**config.mk**
```make
export PLATFORM = sky130hd
export DESIGN_NAME = wm8750_cfg_seq
export DESIGN_NICKNAME = d
export VERILOG_FILES = /design/src/rtl/wm8750_cfg_seq.sv
export SDC_FILE = /design/constraint.sdc
export NUM_CORES = 1
export LEC_CHECK = 0
export CORE_ASPECT_RATIO = 1.2
export CORE_MARGIN = 2
export CORE_UTILIZATION = 61
export CTS_CLUSTER_DIAMETER = 50
export DETAILED_ROUTE_END_ITERATION = 8
export DONT_BUFFER_PORTS = 1
export GPL_TIMING_DRIVEN = 0
export PLACE_DENSITY = 0.74
export SLEW_MARGIN = 20
export SYNTH_ARGS = -nofsm -noshare
export SYNTH_HDL_FRONTEND = slang
export SYNTH_SLANG_ARGS = --single-unit
```
**constraint.sdc**
```tcl
create_clock -name clk_i -period 2.4 [get_ports clk_i]
set_input_delay 0.36 -clock clk_i [delete_from_list [all_inputs] [get_ports clk_i]]
set_output_delay 0.36 -clock clk_i [all_outputs]
set_load 0.01 [all_outputs]
```
**src/rtl/wm8750_cfg_seq.sv**
```systemverilog
// I2C write sequencer that walks a register table and programs a WM8750 codec.
// Each entry becomes one 3-byte write; NACKed entries are retried before failing.
`timescale 1ns/1ps
module wm8750_cfg_seq #(
  parameter int         CLK_DIV     = 125,
  parameter logic [6:0] DEV_ADDR    = 7'h1A,
  parameter int         NUM_REGS    = 16,
  parameter int         MAX_RETRIES = 3,
  parameter int         GAP_TICKS   = 8
) (
  input  logic        clk_i,
  input  logic        rst_i,
  input  logic        start_i,
  output logic [7:0]  tbl_idx_o,
  input  logic [15:0] tbl_data_i,
  output logic        busy_o,
  output logic        done_o,
  output logic        nack_o,
  output logic [7:0]  fail_idx_o,
  output logic        scl_oe_o,
  output logic        sda_oe_o,
  input  logic        sda_i
);

  localparam int TW = (CLK_DIV > 1) ? $clog2(CLK_DIV) : 1;
  localparam int GW = (GAP_TICKS > 1) ? $clog2(GAP_TICKS) : 1;
  localparam int RW = (MAX_RETRIES > 0) ? $clog2(MAX_RETRIES + 1) : 1;
  localparam logic [TW-1:0] TICK_LAST = TW'(CLK_DIV - 1);
  localparam logic [GW-1:0] GAP_LAST  = GW'(GAP_TICKS - 1);
  localparam logic [RW-1:0] RETRY_MAX = RW'(MAX_RETRIES);
  localparam logic [7:0]    IDX_LAST  = 8'(NUM_REGS - 1);

  typedef enum logic [3:0] {
    S_IDLE, S_LOAD, S_START, S_BIT, S_ACK, S_STOP, S_GAP, S_DONE, S_FAIL
  } state_t;

  state_t        state_q, state_d;
  logic [TW-1:0] tick_cnt_q, tick_cnt_d;
  logic [1:0]    phase_q, phase_d;
  logic [2:0]    bit_cnt_q, bit_cnt_d;
  logic [1:0]    byte_cnt_q, byte_cnt_d;
  logic          load_cnt_q, load_cnt_d;
  logic [23:0]   shreg_q, shreg_d;
  logic [GW-1:0] gap_cnt_q, gap_cnt_d;
  logic [RW-1:0] retry_q, retry_d;
  logic          ok_q, ok_d;
  logic [7:0]    idx_q, idx_d;
  logic [7:0]    fail_idx_q, fail_idx_d;
  logic          busy_q, busy_d;
  logic          done_q, done_d;
  logic          nack_q, nack_d;
  logic          scl_oe_q, scl_oe_d;
  logic          sda_oe_q, sda_oe_d;
  logic          tick;

  assign tick = (tick_cnt_q == TICK_LAST);

  always_comb begin
    state_d    = state_q;
    tick_cnt_d = tick_cnt_q;
    phase_d    = phase_q;
    bit_cnt_d  = bit_cnt_q;
    byte_cnt_d = byte_cnt_q;
    load_cnt_d = load_cnt_q;
    shreg_d    = shreg_q;
    gap_cnt_d  = gap_cnt_q;
    retry_d    = retry_q;
    ok_d       = ok_q;
    idx_d      = idx_q;
    fail_idx_d = fail_idx_q;
    busy_d     = busy_q;
    done_d     = done_q;
    nack_d     = nack_q;
    scl_oe_d   = scl_oe_q;
    sda_oe_d   = sda_oe_q;

    // Tick phase restarts at every frame so START lands a full tick after LOAD.
    if (state_q == S_IDLE || state_q == S_LOAD || state_q == S_DONE || state_q == S_FAIL) begin
      tick_cnt_d = '0;
    end else if (tick) begin
      tick_cnt_d = '0;
    end else begin
      tick_cnt_d = tick_cnt_q + 1'b1;
    end

    case (state_q)
      S_IDLE: begin
        if (start_i) begin
          done_d     = 1'b0;
          nack_d     = 1'b0;
          idx_d      = 8'd0;
          busy_d     = 1'b1;
          retry_d    = '0;
          load_cnt_d = 1'b0;
          state_d    = S_LOAD;
        end
      end
      S_LOAD: begin
        // Table read data trails the index by one cycle.
        if (!load_cnt_q) begin
          load_cnt_d = 1'b1;
        end else begin
          shreg_d    = {DEV_ADDR, 1'b0, tbl_data_i};
          bit_cnt_d  = 3'd0;
          byte_cnt_d = 2'd0;
          phase_d    = 2'd0;
          state_d    = S_START;
        end
      end
      S_START: begin
        if (tick) begin
          if (phase_q == 2'd0) begin
            sda_oe_d = 1'b1;
            phase_d  = 2'd1;
          end else begin
            scl_oe_d = 1'b1;
            phase_d  = 2'd0;
            state_d  = S_BIT;
          end
        end
      end
      S_BIT: begin
        if (tick) begin
          phase_d = phase_q + 2'd1;
          case (phase_q)
            2'd0: sda_oe_d = ~shreg_q[23];
            2'd1: scl_oe_d = 1'b0;
            2'd2: ;
            default: begin
              scl_oe_d  = 1'b1;
              shreg_d   = {shreg_q[22:0], 1'b0};
              bit_cnt_d = bit_cnt_q + 3'd1;
              if (bit_cnt_q == 3'd7) state_d = S_ACK;
            end
          endcase
        end
      end
      S_ACK: begin
        if (tick) begin
          phase_d = phase_q + 2'd1;
          case (phase_q)
            2'd0: sda_oe_d = 1'b0;
            2'd1: scl_oe_d = 1'b0;
            2'd2: ok_d     = ~sda_i;
            default: begin
              scl_oe_d = 1'b1;
              if (!ok_q || byte_cnt_q == 2'd2) begin
                phase_d = 2'd0;
                state_d = S_STOP;
              end else begin
                byte_cnt_d = byte_cnt_q + 2'd1;
                state_d    = S_BIT;
              end
            end
          endcase
        end
      end
      S_STOP: begin
        if (tick) begin
          case (phase_q)
            2'd0: begin
              sda_oe_d = 1'b1;
              phase_d  = 2'd1;
            end
            2'd1: begin
              scl_oe_d = 1'b0;
              phase_d  = 2'd2;
            end
            default: begin
              sda_oe_d  = 1'b0;
              phase_d   = 2'd0;
              gap_cnt_d = '0;
              state_d   = S_GAP;
            end
          endcase
        end
      end
      S_GAP: begin
        if (tick) begin
          if (gap_cnt_q != GAP_LAST) begin
            gap_cnt_d = gap_cnt_q + 1'b1;
          end else if (ok_q) begin
            retry_d = '0;
            if (idx_q == IDX_LAST) begin
              state_d = S_DONE;
            end else begin
              idx_d      = idx_q + 8'd1;
              load_cnt_d = 1'b0;
              state_d    = S_LOAD;
            end
          end else if (retry_q < RETRY_MAX) begin
            retry_d    = retry_q + 1'b1;
            load_cnt_d = 1'b0;
            state_d    = S_LOAD;
          end else begin
            state_d = S_FAIL;
          end
        end
      end
      S_DONE: begin
        done_d  = 1'b1;
        busy_d  = 1'b0;
        state_d = S_IDLE;
      end
      S_FAIL: begin
        nack_d     = 1'b1;
        fail_idx_d = idx_q;
        busy_d     = 1'b0;
        state_d    = S_IDLE;
      end
      default: state_d = S_IDLE;
    endcase
  end

  always_ff @(posedge clk_i) begin
    if (rst_i) begin
      state_q    <= S_IDLE;
      tick_cnt_q <= '0;
      phase_q    <= 2'd0;
      bit_cnt_q  <= 3'd0;
      byte_cnt_q <= 2'd0;
      load_cnt_q <= 1'b0;
      shreg_q    <= 24'd0;
      gap_cnt_q  <= '0;
      retry_q    <= '0;
      ok_q       <= 1'b0;
      idx_q      <= 8'd0;
      fail_idx_q <= 8'd0;
      busy_q     <= 1'b0;
      done_q     <= 1'b0;
      nack_q     <= 1'b0;
      scl_oe_q   <= 1'b0;
      sda_oe_q   <= 1'b0;
    end else begin
      state_q    <= state_d;
      tick_cnt_q <= tick_cnt_d;
      phase_q    <= phase_d;
      bit_cnt_q  <= bit_cnt_d;
      byte_cnt_q <= byte_cnt_d;
      load_cnt_q <= load_cnt_d;
      shreg_q    <= shreg_d;
      gap_cnt_q  <= gap_cnt_d;
      retry_q    <= retry_d;
      ok_q       <= ok_d;
      idx_q      <= idx_d;
      fail_idx_q <= fail_idx_d;
      busy_q     <= busy_d;
      done_q     <= done_d;
      nack_q     <= nack_d;
      scl_oe_q   <= scl_oe_d;
      sda_oe_q   <= sda_oe_d;
    end
  end

  assign tbl_idx_o  = idx_q;
  assign fail_idx_o = fail_idx_q;
  assign busy_o     = busy_q;
  assign done_o     = done_q;
  assign nack_o     = nack_q;
  assign scl_oe_o   = scl_oe_q;
  assign sda_oe_o   = sda_oe_q;

endmodule

```
==> Word level (Yosys, flattened, before mapping) <==
Cells that the tools add are included.
{ "word_totals": {"ff_bits": 70, "word_cells": 190} }
{ "classes": {"add_sub_neg": 7, "magnitude_cmp": 1, "n_bitwise": 2, "eq_ne": 41, "mux": 84, "reduce_logical": 38} }
{ "op_table": {"columns": ["operator", "n"], "rows": [
  ["$mux 24", 3],
  ["$mux 4", 15],
  ["$pmux 24 s2", 1],
  ["$ne 2x2->1 const B", 23],
  ["$mux 8", 5],
  ["$mux 2", 15],
  ["$pmux 4 s7", 1],
  ["$mux 3", 9],
  ["$mux 1", 20],
  ["$reduce_and 6->1", 3],
  ["$eq 4x3->1 const B", 4],
  ["$pmux 8 s2", 1],
  ["$reduce_and 5->1", 3],
  ["$reduce_bool 2->1", 7],
  ["$reduce_and 13->1", 1],
  ["$pmux 2 s2", 3],
  ["$pmux 3 s2", 2],
  ["$pmux 1 s2", 5],
  ["$pmux 2 s5", 1],
  ["$ne 3x3->1 const B", 3],
  ["$reduce_and 9->1", 1],
  ["$add 8x1->8 const B", 1],
  ["$eq 4x2->1 const B", 2],
  ["$eq 8x4->1 const B", 1],
  ["27 further kinds", 43]
]} }

==> Logic depth before layout (Yosys ltp) <==
{ "depth": {"depth_word": 6, "mapped_depth": 9, "ltp_nobuf": 7} }

==> Worst setup path before layout <==
No wires, ideal clock.
{ "synth_path": {"kind": "reg-to-reg", "startpoint": "register phase_q[0]", "endpoint": "register state_q[1]", "path_slack_ns": 0.710, "t_arrival_ns": 1.545, "period_less_slack_ns": 1.690, "required_time_ns": 2.256, "n_path_buf": 0, "stages_incl_launch_ff": 7, "cell_sequence": "dfxtp_1 -> ha_1 -> or3b_2 -> a21oi_1 -> o21ai_0 -> a21oi_1 -> a311oi_1"} }
{ "synth_via": {"elab_chain_len": 4, "elab_cells_between_ends": 10, "cone_classes": "6 x eq/ne; 4 x reduce/logical"} }
{ "synth_lines": {"columns": ["item", "line", "source"], "rows": [
  ["start: declaration", "39", "logic [1:0] phase_q, phase_d;"],
  ["start signal: assignment", "237", "phase_q <= phase_d;"],
  ["$eq 2x1->1 (tied with other cells)", "125, 141, 160", null],
  ["$reduce_or 3->1 (no line) or $reduce_or 2->1 (tied branches)", null, null],
  ["$ne 2x2->1 (no line)", null, null],
  ["$reduce_and 13->1 (no line) *", null, null],
  ["end signal: assignment", "235", "state_q <= state_d;"],
  ["end: declaration", "37", "state_t state_q, state_d;"]
]} }
Every way passes the cells marked *; elsewhere a longest branch is shown, timed or not.
A chain may end at the register's enable or synchronous reset.

==> Final worst setup path <==
{ "layout_path": {"startpoint": "register state_q[1]", "endpoint": "register tick_cnt_q[6]"} }
{ "layout_via": {"elab_chain_len": 5, "elab_cells_between_ends": 8, "cone_classes": "3 x eq/ne; 5 x reduce/logical"} }
{ "layout_lines": {"columns": ["item", "line", "source"], "rows": [
  ["$eq 4x1->1 or $logic_not 4->1 (tied branches)", "78", "if (state_q == S_IDLE || state_q == S_LOAD || state_q == S_DONE || state_q == S_FAIL) begin"],
  ["$logic_or 1x1->1 (2 in series)", "78", null],
  ["$logic_or 1x1->1 *", "78", null],
  ["$reduce_or 3->1 (no line) *", null, null],
  ["end signal: assignment", "236", "tick_cnt_q <= tick_cnt_d;"],
  ["end: declaration", "38", "logic [TW-1:0] tick_cnt_q, tick_cnt_d;"]
]} }
Marked as above.

==> impl_metrics.yaml <==
sta:
  holdWs_ns: 0.168
  setup_violations: 0
  final_hold_viol_count: 0
  tightestPinTransition_ns: 0.610
  slew-limit-headroom: 0.594
  setup_tns_ns: 0
  slew_viol_final: 0
  period_needed_ns: 2.15
  finalClockSkew_ns: 0.00822
  max_freq_mhz: 465
  fin_crit_sh: 0.897
  rsz0062_at_grt: "no"
clock_network:
  cts_num_sinks: 70
  cts_setup_buffers: 0
  clock_latency_ns: 0.34
  cts_max_path_buffers: 2
  cts_made_buffers: 9
  h-tree-depth: 3
  cts-root-buf: "clkbuf_8"
  clkTransAtPathRegs_ns: 0.08
  post_cts_resized: 0
  hold_buffers: 0
  tritoncts: "done"
cells_and_area:
  area_delta_synth_final_pct: 7.82
  insertedDiodeCount: 0
  ff_latch_area_sq_mm: 0.00140
  final_area_sq_mm: 0.00397
  layout-drive-gt1-share: 0.105
  n_fill_cell: 536
  final_common_cell: "nand2_1"
  finalNetCount: 495
  final_cell_mix: "76 x nand2_1, 70 x dfxtp_1, 52 x nor2_1, 35 x a21oi_1, 20 x a311oi_1"
  multi_input_area_sq_mm: 0.00203
  post-route-util: 0.669
pwr:
  p_seq_frac: 0.358
  power.density_mw_per_mm2: 973
  switching_share: 0.383
  switchingPower_mw: 1.48
  ir_worst_vdd_uv: 648
  clockPowerShare: 0.227
  p_leak_nw: 1.40
  combPwrFrac: 0.415
  internal-power_mw: 2.38
synth:
  ys_types: 62
  syn_area_per_cell_sq_um: 8.18
  ys_seq_area_frac: 0.381
  async_flop_share: 0
  synth_cells: 450
  synth_warnings: 0
  synth-main-ff-cell: "dfxtp_1"
  synth_edf_count: 0
  synth_seq_cells: 70
  syn-cell-area_sq_mm: 0.00368
  syn_nets: 484
route:
  drt_first_pass_iters: 5
  drtIter0Drc: 294
  vias: 3292
  ant_nets: 0
  wl_per_cell_um: 16.2
  routed_wl_mm: 8.89
  detail_route.vias_per_cell: 6.01
  route.detailed.drc: 0
grt:
  track_usage: 0.277
  grt_pass1_wl_mm: 14.1
  antenna_found_initial: 0
  grt-ovfl-total: 0
  grt_pass1_vias: 2961
  grt_start_max_net_pins: 13
critical_path:
  endpoint_kind: "flip-flop"
  criticalPathCategory: "flip-flop to flip-flop"
  cp_max_fo: 10
  cp.arrival_ns: 2.43
  crit_path_start_kind: "flip-flop"
  crit_required_ns: 2.68
outcome:
  status: "finished, final reports clean"
placement:
  globalplace.congestion: 0.951
  post-dp-hpwl_mm: 6.48
  io_buffers: 0
  place_area_sq_mm: 0.00378
floorplan:
  die_w_um: 74.9
  die_area_sq_mm: 0.00667
  coreArea_sq_mm: 0.00593
  ios: 41
  row_count: 31
  die_h_um: 89.1
  initial_core_util: 0.620
hold_path:
  hold_path.class: "primary input to flip-flop"
flow_run:
  drv_cap: 0
stage by stage:
step                      std cells  power (mW)  setup slack (ns)
final                           548        3.86             0.248
after global routing            548        4.10             0.158
after CTS                       548        3.85             0.297
after detailed placement        532        2.98             0.302
after global placement          532        2.96             0.312
after floorplan                 450        2.65             0.710
power groups by stage:
stage	clock network, mW	logic, mW	registers, mW
3_3_place_gp	0	1.56	1.40
4_1_cts	0.886	1.58	1.38
2_1_floorplan	0	1.27	1.39
6_report	0.876	1.60	1.38
5_1_grt	0.933	1.77	1.40
3_5_place_dp	0	1.58	1.41
critical path, cell delays in order (launching register included):
cell and delay [ns]:
dfxtp_1 0.34, buf_4 0.19, buf_6 0.16, nor2_1 0.07, and3_1 0.17, clkbuf_1 0.24, nor3_1 0.48, nand2_1 0.27
nor2_1 0.16
sequential cells by signal, indices dropped and copies added (netlist names), 2 cells and up:
signal      cells
shreg_q        24
tick_cnt_q      7
phase_q         2
bit_cnt_q       3
fail_idx_o      8
retry_q         2
state_q         4
gap_cnt_q       3
byte_cnt_q      2
tbl_idx_o       8
cells in the mapped netlist (6+ instances only):
library cell	number	area, sq um
a21oi_1	35	175
a311oi_1	20	175
and2_1	7	43.8
buf_2	8	40.0
buf_4	6	45.0
clkbuf_1	10	37.5
dfxtp_1	70	1400
ha_1	14	175
inv_1	16	60.1
mux2i_1	7	70.1
nand2_1	76	285
nand2b_1	7	43.8
nand3_1	10	50.1
nor2_1	52	195
nor3_1	7	35.0
o21ai_0	8	40.0
or3_1	7	43.8
or4_1	6	45.0
logic make-up after synthesis:
kind of cell	Yosys count	share of synthesized area
AOI/OAI and AO/OA	98	0.184
xor gates and xnor gates	6	0.0143
adders and majority gates	14	0.0476
buffers and inverters	46	0.0663
DFF	70	0.381
muxes	9	0.0252
and+or+nand+nor	207	0.282
worst paths after layout:
| check | endpoint | cells after the start | start | slack [ns] |
|---|---|---|---|---|
| setup / recovery | tick_cnt_q[6]$_SDFF_PP0_ | 8 | state_q[1]$_SDFFE_PP0P_ | 0.25 |
| hold reg to reg | byte_cnt_q[1]$_SDFFE_PP0P_ | 2 | byte_cnt_q[1]$_SDFFE_PP0P_ | 0.46 |
| hold / removal | shreg_q[8]$_SDFFE_PP0P_ | 2 | tbl_data_i[8] | 0.17 |
| setup reg to reg | tick_cnt_q[6]$_SDFF_PP0_ | 8 | state_q[1]$_SDFFE_PP0P_ | 0.25 |
final cells by class:
type                            instances  share of cell area
Buffer                                 30              0.0464
Inverter                               16              0.0151
Multi-Input combinational cell        334               0.513
Clock inverter                          5             0.00851
Tap cell                               82              0.0259
Sequential cell                        70               0.353
Clock buffer                           11              0.0382
layer usage:
metal / vias up / part of all wire / track usage
met5: - / 0 / 0
met4: 0 / 0.032 / 0.133
met3: 30 / 0.054 / 0.0485
met2: 126 / 0.49 / 0.474
met1: 1512 / 0.42 / 0.332
li1: 1624 / - / -
Note: power is estimated with default switching activity, not from simulation.
